===== config.mk =====
export PLATFORM = sky130hd
export DESIGN_NAME = audio_in_hit_detector
export DESIGN_NICKNAME = d
export VERILOG_FILES = /design/src/rtl/audio_in_hit_detector_pkg.sv /design/src/rtl/audio_in_hit_detector_hit_holdoff_fsm.sv /design/src/rtl/audio_in_hit_detector.sv
export SDC_FILE = /design/constraint.sdc
export NUM_CORES = 1
export LEC_CHECK = 0
export BUFFER_PORTS_ARGS = -buffer_cell sky130_fd_sc_hd__buf_2
export CORE_MARGIN = 4
export CORE_UTILIZATION = 30
export CTS_CLUSTER_SIZE = 10
export DETAILED_ROUTE_END_ITERATION = 16
export GPL_TIMING_DRIVEN = 0
export PLACE_DENSITY = 0.58
export SYNTH_ARGS = -nofsm -noshare
export SYNTH_HDL_FRONTEND = slang
export SYNTH_SLANG_ARGS = --single-unit

===== constraint.sdc =====
create_clock -name CLOCK_50 -period 3.3 [get_ports CLOCK_50]
set_input_delay 0.33 -clock CLOCK_50 [delete_from_list [all_inputs] [get_ports CLOCK_50]]
set_output_delay 0.33 -clock CLOCK_50 [all_outputs]
set_load 0.05 [all_outputs]

===== src/rtl/audio_in_hit_detector_pkg.sv =====
// Shared definitions for the mic hit detector: state encodings, datapath widths, magnitude helper.
// Latency: n/a (types and a pure function only).
// Backpressure: n/a.
package audio_in_hit_detector_pkg;

    localparam int ENV_W     = 32;
    localparam int LEVEL_MSB = 30;
    localparam int LEVEL_LSB = 27;

    typedef enum logic [1:0] {
        S_IDLE = 2'd0,
        S_POP  = 2'd1,
        S_MAG  = 2'd2,
        S_ENV  = 2'd3
    } sample_state_t;

    typedef enum logic {
        H_ARMED = 1'b0,
        H_HOLD  = 1'b1
    } hit_state_t;

    // Absolute value of a signed 32-bit sample; the most negative code has no positive
    // twin, so it is clamped to the largest positive value to keep the result below 2^31.
    function automatic logic [ENV_W-1:0] abs_sat(input logic [ENV_W-1:0] x);
        logic [ENV_W-1:0] r;
        if (x == 32'h8000_0000) begin
            r = 32'h7FFF_FFFF;
        end else if (x[ENV_W-1]) begin
            r = (~x) + 32'd1;
        end else begin
            r = x;
        end
        return r;
    endfunction

endpackage


===== src/rtl/audio_in_hit_detector_hit_holdoff_fsm.sv =====
// Strike detector: compares the envelope with a selectable threshold, then holds off re-firing.
// Latency: hit is combinational with sample_valid (same cycle).
// Backpressure: none; advances only when sample_valid pulses.
module hit_holdoff_fsm
    import audio_in_hit_detector_pkg::*;
#(
    parameter int THRESH_SHIFT    = 24,
    parameter int HOLDOFF_SAMPLES = 4800
) (
    input  logic             CLOCK_50,
    input  logic             reset,
    input  logic             sample_valid,
    input  logic [ENV_W-1:0] env,
    input  logic [3:0]       thresh_sel,
    output logic             hit
);

    localparam logic [15:0] HOLDOFF_LOAD = 16'(HOLDOFF_SAMPLES - 1);

    hit_state_t       state;
    hit_state_t       state_nxt;
    logic [15:0]      cnt;
    logic [15:0]      cnt_nxt;
    logic [ENV_W-1:0] thresh_hi;
    logic [ENV_W-1:0] thresh_lo;

    // Re-arm level sits at half the firing level so a ringing strike does not chatter.
    assign thresh_hi = {28'd0, thresh_sel} << THRESH_SHIFT;
    assign thresh_lo = thresh_hi >> 1;

    // State and holdoff counter registers.
    always_ff @(posedge CLOCK_50) begin
        if (reset) begin
            state <= H_ARMED;
            cnt   <= 16'd0;
        end else begin
            state <= state_nxt;
            cnt   <= cnt_nxt;
        end
    end

    // Next-state, holdoff countdown and the hit pulse; nothing moves between samples.
    always_comb begin
        state_nxt = state;
        cnt_nxt   = cnt;
        hit       = 1'b0;
        if (sample_valid && !reset) begin
            case (state)
                H_ARMED: begin
                    if ((thresh_sel != 4'd0) && (env >= thresh_hi)) begin
                        hit       = 1'b1;
                        cnt_nxt   = HOLDOFF_LOAD;
                        state_nxt = H_HOLD;
                    end
                end
                H_HOLD: begin
                    if (cnt != 16'd0) begin
                        cnt_nxt = cnt - 16'd1;
                    end else if (env < thresh_lo) begin
                        state_nxt = H_ARMED;
                    end
                end
                default: state_nxt = H_ARMED;
            endcase
        end
    end

endmodule


===== src/rtl/audio_in_hit_detector.sv =====
// Pops ADC FIFO samples, forms a magnitude, tracks a peak-hold/decay envelope, flags strikes.
// Latency: 4 cycles per sample; sample_valid follows the pop cycle by 3 cycles.
// Backpressure: pops only from S_IDLE when audio_in_available=1; at most one pop per pass.
module audio_in_hit_detector
    import audio_in_hit_detector_pkg::*;
#(
    parameter int DECAY_SHIFT     = 6,
    parameter int THRESH_SHIFT    = 24,
    parameter int HOLDOFF_SAMPLES = 4800,
    parameter int USE_RIGHT       = 0
) (
    input  logic             CLOCK_50,
    input  logic             reset,
    input  logic             audio_in_available,
    input  logic [31:0]      left_channel_audio_in,
    input  logic [31:0]      right_channel_audio_in,
    input  logic [3:0]       thresh_sel,
    output logic             read_audio_in,
    output logic             sample_valid,
    output logic [ENV_W-1:0] envelope,
    output logic [3:0]       level,
    output logic             hit
);

    sample_state_t    state;
    sample_state_t    state_nxt;
    logic [31:0]      left_q;
    logic [31:0]      right_q;
    logic [ENV_W-1:0] abs_l;
    logic [ENV_W-1:0] abs_r;
    logic [ENV_W-1:0] mag_nxt;
    logic [ENV_W-1:0] mag_q;
    logic [ENV_W-1:0] env_nxt;
    logic [ENV_W-1:0] env_q;
    logic             sample_valid_q;

    // Sample FSM state register.
    always_ff @(posedge CLOCK_50) begin
        if (reset) begin
            state <= S_IDLE;
        end else begin
            state <= state_nxt;
        end
    end

    // Sample FSM sequencing; availability is only looked at in S_IDLE because the FIFO
    // flag can lag a pop by a cycle. The pop is masked during reset so nothing is lost.
    always_comb begin
        state_nxt     = state;
        read_audio_in = 1'b0;
        case (state)
            S_IDLE: if (audio_in_available) state_nxt = S_POP;
            S_POP: begin
                read_audio_in = !reset;
                state_nxt     = S_MAG;
            end
            S_MAG:   state_nxt = S_ENV;
            S_ENV:   state_nxt = S_IDLE;
            default: state_nxt = S_IDLE;
        endcase
    end

    // Magnitude of the latched sample; the right-channel mix halves both terms so the sum
    // stays below 2^31.
    always_comb begin
        abs_l = abs_sat(left_q);
        abs_r = abs_sat(right_q);
        if (USE_RIGHT != 0) begin
            mag_nxt = (abs_l >> 1) + (abs_r >> 1);
        end else begin
            mag_nxt = abs_l;
        end
    end

    // Peak-hold with proportional decay; once env>>DECAY_SHIFT reaches zero the value holds.
    always_comb begin
        if (mag_q > env_q) begin
            env_nxt = mag_q;
        end else begin
            env_nxt = env_q - (env_q >> DECAY_SHIFT);
        end
    end

    // Datapath registers: sample latch on pop, magnitude, envelope and its valid pulse.
    always_ff @(posedge CLOCK_50) begin
        if (reset) begin
            left_q         <= 32'd0;
            right_q        <= 32'd0;
            mag_q          <= '0;
            env_q          <= '0;
            sample_valid_q <= 1'b0;
        end else begin
            sample_valid_q <= (state == S_ENV);
            if (state == S_POP) begin
                left_q  <= left_channel_audio_in;
                right_q <= right_channel_audio_in;
            end
            if (state == S_MAG) begin
                mag_q <= mag_nxt;
            end
            if (state == S_ENV) begin
                env_q <= env_nxt;
            end
        end
    end

    assign sample_valid = sample_valid_q;
    assign envelope     = env_q;
    assign level        = env_q[LEVEL_MSB:LEVEL_LSB];

    hit_holdoff_fsm #(
        .THRESH_SHIFT    (THRESH_SHIFT),
        .HOLDOFF_SAMPLES (HOLDOFF_SAMPLES)
    ) u_hit_holdoff_fsm (
        .CLOCK_50     (CLOCK_50),
        .reset        (reset),
        .sample_valid (sample_valid_q),
        .env          (env_q),
        .thresh_sel   (thresh_sel),
        .hit          (hit)
    );

endmodule


Word-level counts from Yosys, hierarchy flattened
Index checks and enable logic that the tools add are counted.
Word-level totals
  register bits after elaboration: 116
Cells by class
  equal/unequal tests: 7
  multiplexer cells: 15
  reductions and logical operators: 7
  bitwise operators: 2
  magnitude comparators: 3
  add/sub/neg operators: 3
Operators by type and width (count)
  2-to-1 mux 32 bit: 3
  adder 32 x 1 -> 32 bit (second input constant): 1
  == test 32 bit (second input constant): 1
  >= comparator 32 x 28 -> 1 bit: 1
  > comparator 32 bit: 1
  < comparator 32 x 27 -> 1 bit: 1
  2-to-1 mux 16 bit: 2
  NOT 32 bit: 1
  one-hot mux 16 bit (2 select lines): 1
  subtractor 32 x 26 -> 32 bit: 1
  nonzero test 16 bit: 1
  subtractor 16 x 1 -> 16 bit (second input constant): 1
  one-hot mux 2 bit (4 select lines): 1
  2-to-1 mux 1 bit: 6
  == test 2 bit (second input constant): 2
  inequality test 2 bit (second input constant): 2
  nonzero test 4 bit: 1
  AND reduction 3 bit: 1
  == test 2 x 1 -> 1 bit (second input constant): 1
  logical AND 1 bit: 2
  logical NOT 2 bit: 1
  2-to-1 mux 2 bit: 1
  inequality test 2 x 1 -> 1 bit (second input constant): 1
  one-hot mux 1 bit (2 select lines): 1
  2 further kinds: 2

Depth between registers and ports, before layout
  depth after elaboration: 5
  depth in mapped cells: 12

Hierarchy
Synthesis repeated with hierarchy kept, for this count alone.
Unflattened totals
  cells, all modules: 991
  area total of the unflattened synthesis: 8162.8 µm²
Modules (own cells, without submodules)
  audio_in_hit_detector: instances 1, area each 6942.9 µm², cells an instance 847, sequential area each 1981.9 µm²
  hit_holdoff_fsm: instances 1, area each 1219.9 µm², cells an instance 144, sequential area each 340.3 µm²

Least setup slack after synthesis
Ideal clock, no wire load.
  kind: flip-flop to flip-flop
  start point: reg env_q[11], in the netlist envelope[11]
  end point: reg env_q[28], in the netlist envelope[28]
  buffers on the path: 0
  data arrival time: 3.373 ns
  setup slack: -0.147 ns
  cell stages (with the launch flop): 12
  period minus slack after synthesis: 3.447 ns
  cell sequence: dfxtp_1 inv_1 ha_1 a21o_1 or3_1 o2111a_2 o21ai_2 o211ai_2 a221o_2 a31o_1 or4b_1 a31oi_1
On the way
  longest elaborated chain between the ends: 2
  elaborated cells on any way between the ends: 3
  those cells by class: add/sub: 1; order compare: 1; mux: 1
RTL lines
  start: declaration: RTL line audio_in_hit_detector.sv:34  | logic [ENV_W-1:0] env_q;
  start signal: assignment: RTL line audio_in_hit_detector.sv:102  | env_q <= env_nxt;
  subtractor 32 x 26 -> 32 bit or > comparator 32 bit (tied branches): RTL line audio_in_hit_detector.sv:80, audio_in_hit_detector.sv:77
  2-to-1 mux 32 bit (*): RTL line audio_in_hit_detector.sv:77  | if (mag_q > env_q) begin
Mark *: on every way between the ends. The rest lies on a longest branch, timed or not.
A chain may end at the register's enable or synchronous reset.

Worst setup path after layout
  start point: reg env_q[26], in the netlist envelope[26]
  end point: reg env_q[18], in the netlist envelope[18]
On the way
  longest elaborated chain between the ends: 2
RTL lines (RTL line)
  > comparator 32 bit: audio_in_hit_detector.sv:77
  2-to-1 mux 32 bit: audio_in_hit_detector.sv:77
Every way passes these cells.

==> reports/qor.yml <==
layout_common_cells: "nor2_1 (111), dfxtp_1 (105), buf_2 (81), ha_1 (70), nand2_1 (54)"
grtUsageTotal_pct: 16.0
holdCritPathClass: "input port to flip-flop"
worst_setup_path_start_kind: "flip-flop"
start_util_pct: 30.4
first_pass_iters: 6
grt_pass1_wl_mm: 36.5
cts.sinks: 116
cap_viol_max_count: 0
overflow: 0
n_antenna_cell: 0
numCtsBuffers: 17
status: "completed"
hold_viol: 0
portBuffers: 76
drive_above_1_share_pct: 14.8
vias: 7094
cp-end-kind: "flip-flop"
multi_input_area_um2: 4950
rows: 58
path_max_fanout: 10
hpwl_mm: 17.4
ys_ff_latch: 116
ios: 110
worst_pin_slew_ns: 0.794
wl_mm: 23.0
setup_viol: 0
yosys.area.top_type_share_pct: 30.5
synth_edf_count: 0
max_freq_mhz: 312
cp.required_ns: 3.59
regArea_um2: 2340
fin_crit_sh_pct: 97.3
die_x_um: 167
final_common_cell: "nor2_1"
ys.flop_type: "dfxtp_1"
finalMaxSlewViolations: 0
period_minus_slack_ns: 3.21
routed_via_density: 5.23
critical_path_class: "flip-flop to flip-flop"
synth_nets: 1059
syn_inst: 915
cts_tree: "built"
post_drt_wl_per_cell_um: 16.9
grt_max_degree: 17
syn_area_per_cell_um2: 8.31
h-tree-depth: 4
drc_errors: 0
hold_ws_ns: 0.139
synth_area_leaders: "dfxtp_1 (31%), ha_1 (12%), mux2i_1 (6.1%)"
syn_to_final_growth_pct: 19.7
core_area_um2: 25000
synth_largest_area_cell: "dfxtp_1"
ys_seq_area_share_pct: 30.5
yosysWarnings: 0
clockBufferDepth: 2
max_slew_margin_pct: 47.1
globalplace.congestion: 0.918
async_reset_ff_share_pct: 0
ctsRootBufferMaster: "clkbuf_16"
antenna_found_initial: 0
hold_buffers: 0
die_area_um2: 28000
layout.nets: 1157
clkLatencyLatePin_ns: 0.42
fill_cells: 2560
syn_area_um2: 7600
crit_arrival_ns: 3.50
synthDistinctLibCells: 68
drtIter0Drc: 439
ant_nets: 0
clk_pin_slew_ns: 0.06
clock_skew_ns: 0.0107
grt_pass1_vias: 6789
die_h_um: 167
==> per-layer routing <==
metal | up-vias | global-route usage, % | routed length [um]
met2 | 230 | 23.5 | 9630
li1 | 3556 | - | -
met4 | 0 | 6.81 | 736
met1 | 3251 | 22.9 | 11200
met5 | - | 0 | 0
met3 | 57 | 3.26 | 1380
==> state kept, by name (all words and copies together), names as in the netlist <==
| register | cells |
|---|---|
| u_hit_holdoff_fsm.state | 1 |
| mag_q | 32 |
| envelope | 32 |
| sample_valid | 1 |
| u_hit_holdoff_fsm.cnt | 16 |
| left_q | 32 |
| state | 2 |
==> layout make-up <==
class / instances / area share [%]
sequential: 116 / 25.7
tap: 330 / 4.54
clock inverter: 15 / 1.90
multi-input combinational: 702 / 54.4
inverter: 49 / 2.02
buffer: 48 / 2.35
timing repair buffer: 79 / 4.45
clock buffer: 17 / 4.67
==> kinds of logic (layout without fill, tap and decap cells) <==
family	count (synthesis)	in the layout	share of synthesized area (%)
DFF	116	116	30.5
xor gates and xnor gates	59	59	6.80
AOI/OAI and AO/OA	232	232	20.6
adders and majority gates	73	73	12.1
and+or+nand+nor	290	290	18.5
buffers and inverters	97	208	5.08
muxes	48	48	6.35
==> cells in the mapped netlist (all sizes together), types with 8 or more instances <==
master / number
a211oi: 51
a21o: 11
a21oi: 52
buf: 14
clkbuf: 34
dfxtp: 116
ha: 72
inv: 48
mux2i: 46
nand2: 54
nand2b: 14
nand3: 16
nand4: 14
nor2: 111
nor2b: 9
nor3: 18
nor4: 14
o211ai: 12
o21ai: 40
o31ai: 8
o41ai: 8
or3: 9
xnor2: 19
xor2: 40
==> metrics by stage <==
step / TNS [ns] / cells / worst slack [ns] / cell area (um2) / utilization (%)
finish: 0 / 1356 / 0.0901 / 9100 / 36.4
global route: -0.0246 / 1356 / -0.0140 / 9100 / 36.4
CTS: 0 / 1354 / 0.0128 / 9050 / 36.1
detailed placement: -6.86 / 1321 / -0.528 / 8400 / 33.6
global placement: -6.32 / 1321 / -0.493 / 8400 / 33.6
floorplan: 0 / 915 / 0.0552 / 7610 / -
==> worst max-delay path: stages (launching register included) <==
cell and delay [ns]:
dfxtp_2 0.44, inv_1 0.17, ha_1 0.35, nand4_1 0.16
nor4_2 0.37, and3_1 0.23, o22ai_1 0.10, a21oi_2 0.29
clkbuf_2 0.27, clkbuf_2 0.27, o22ai_1 0.17, a31oi_1 0.19
nor2_1 0.05
==> worst paths after layout <==
path | start | to | slack, ns | cells past startpoint
setup / recovery | envelope[26] | envelope[18] | 0.09 | 12
hold / removal | left_channel_audio_in[1] | left_q[1] | 0.14 | 3
setup reg to reg | envelope[26] | envelope[18] | 0.09 | 12
hold reg to reg | mag_q[31] | mag_q[31] | 0.49 | 2
==> timing repair <==
| action | CTS | global route |
|---|---|---|
| gates resized for setup | 12 | 13 |
| buffers inserted | 1 | 2 |
| endpoints found under the setup margin | 29 | 33 |
| pin swaps | 2 | 3 |
| gates cloned | 0 | 0 |
Power is left out: the tool's default activity adds up to more than one toggle a clock period on the data nets, which glitch-free logic cannot reach.
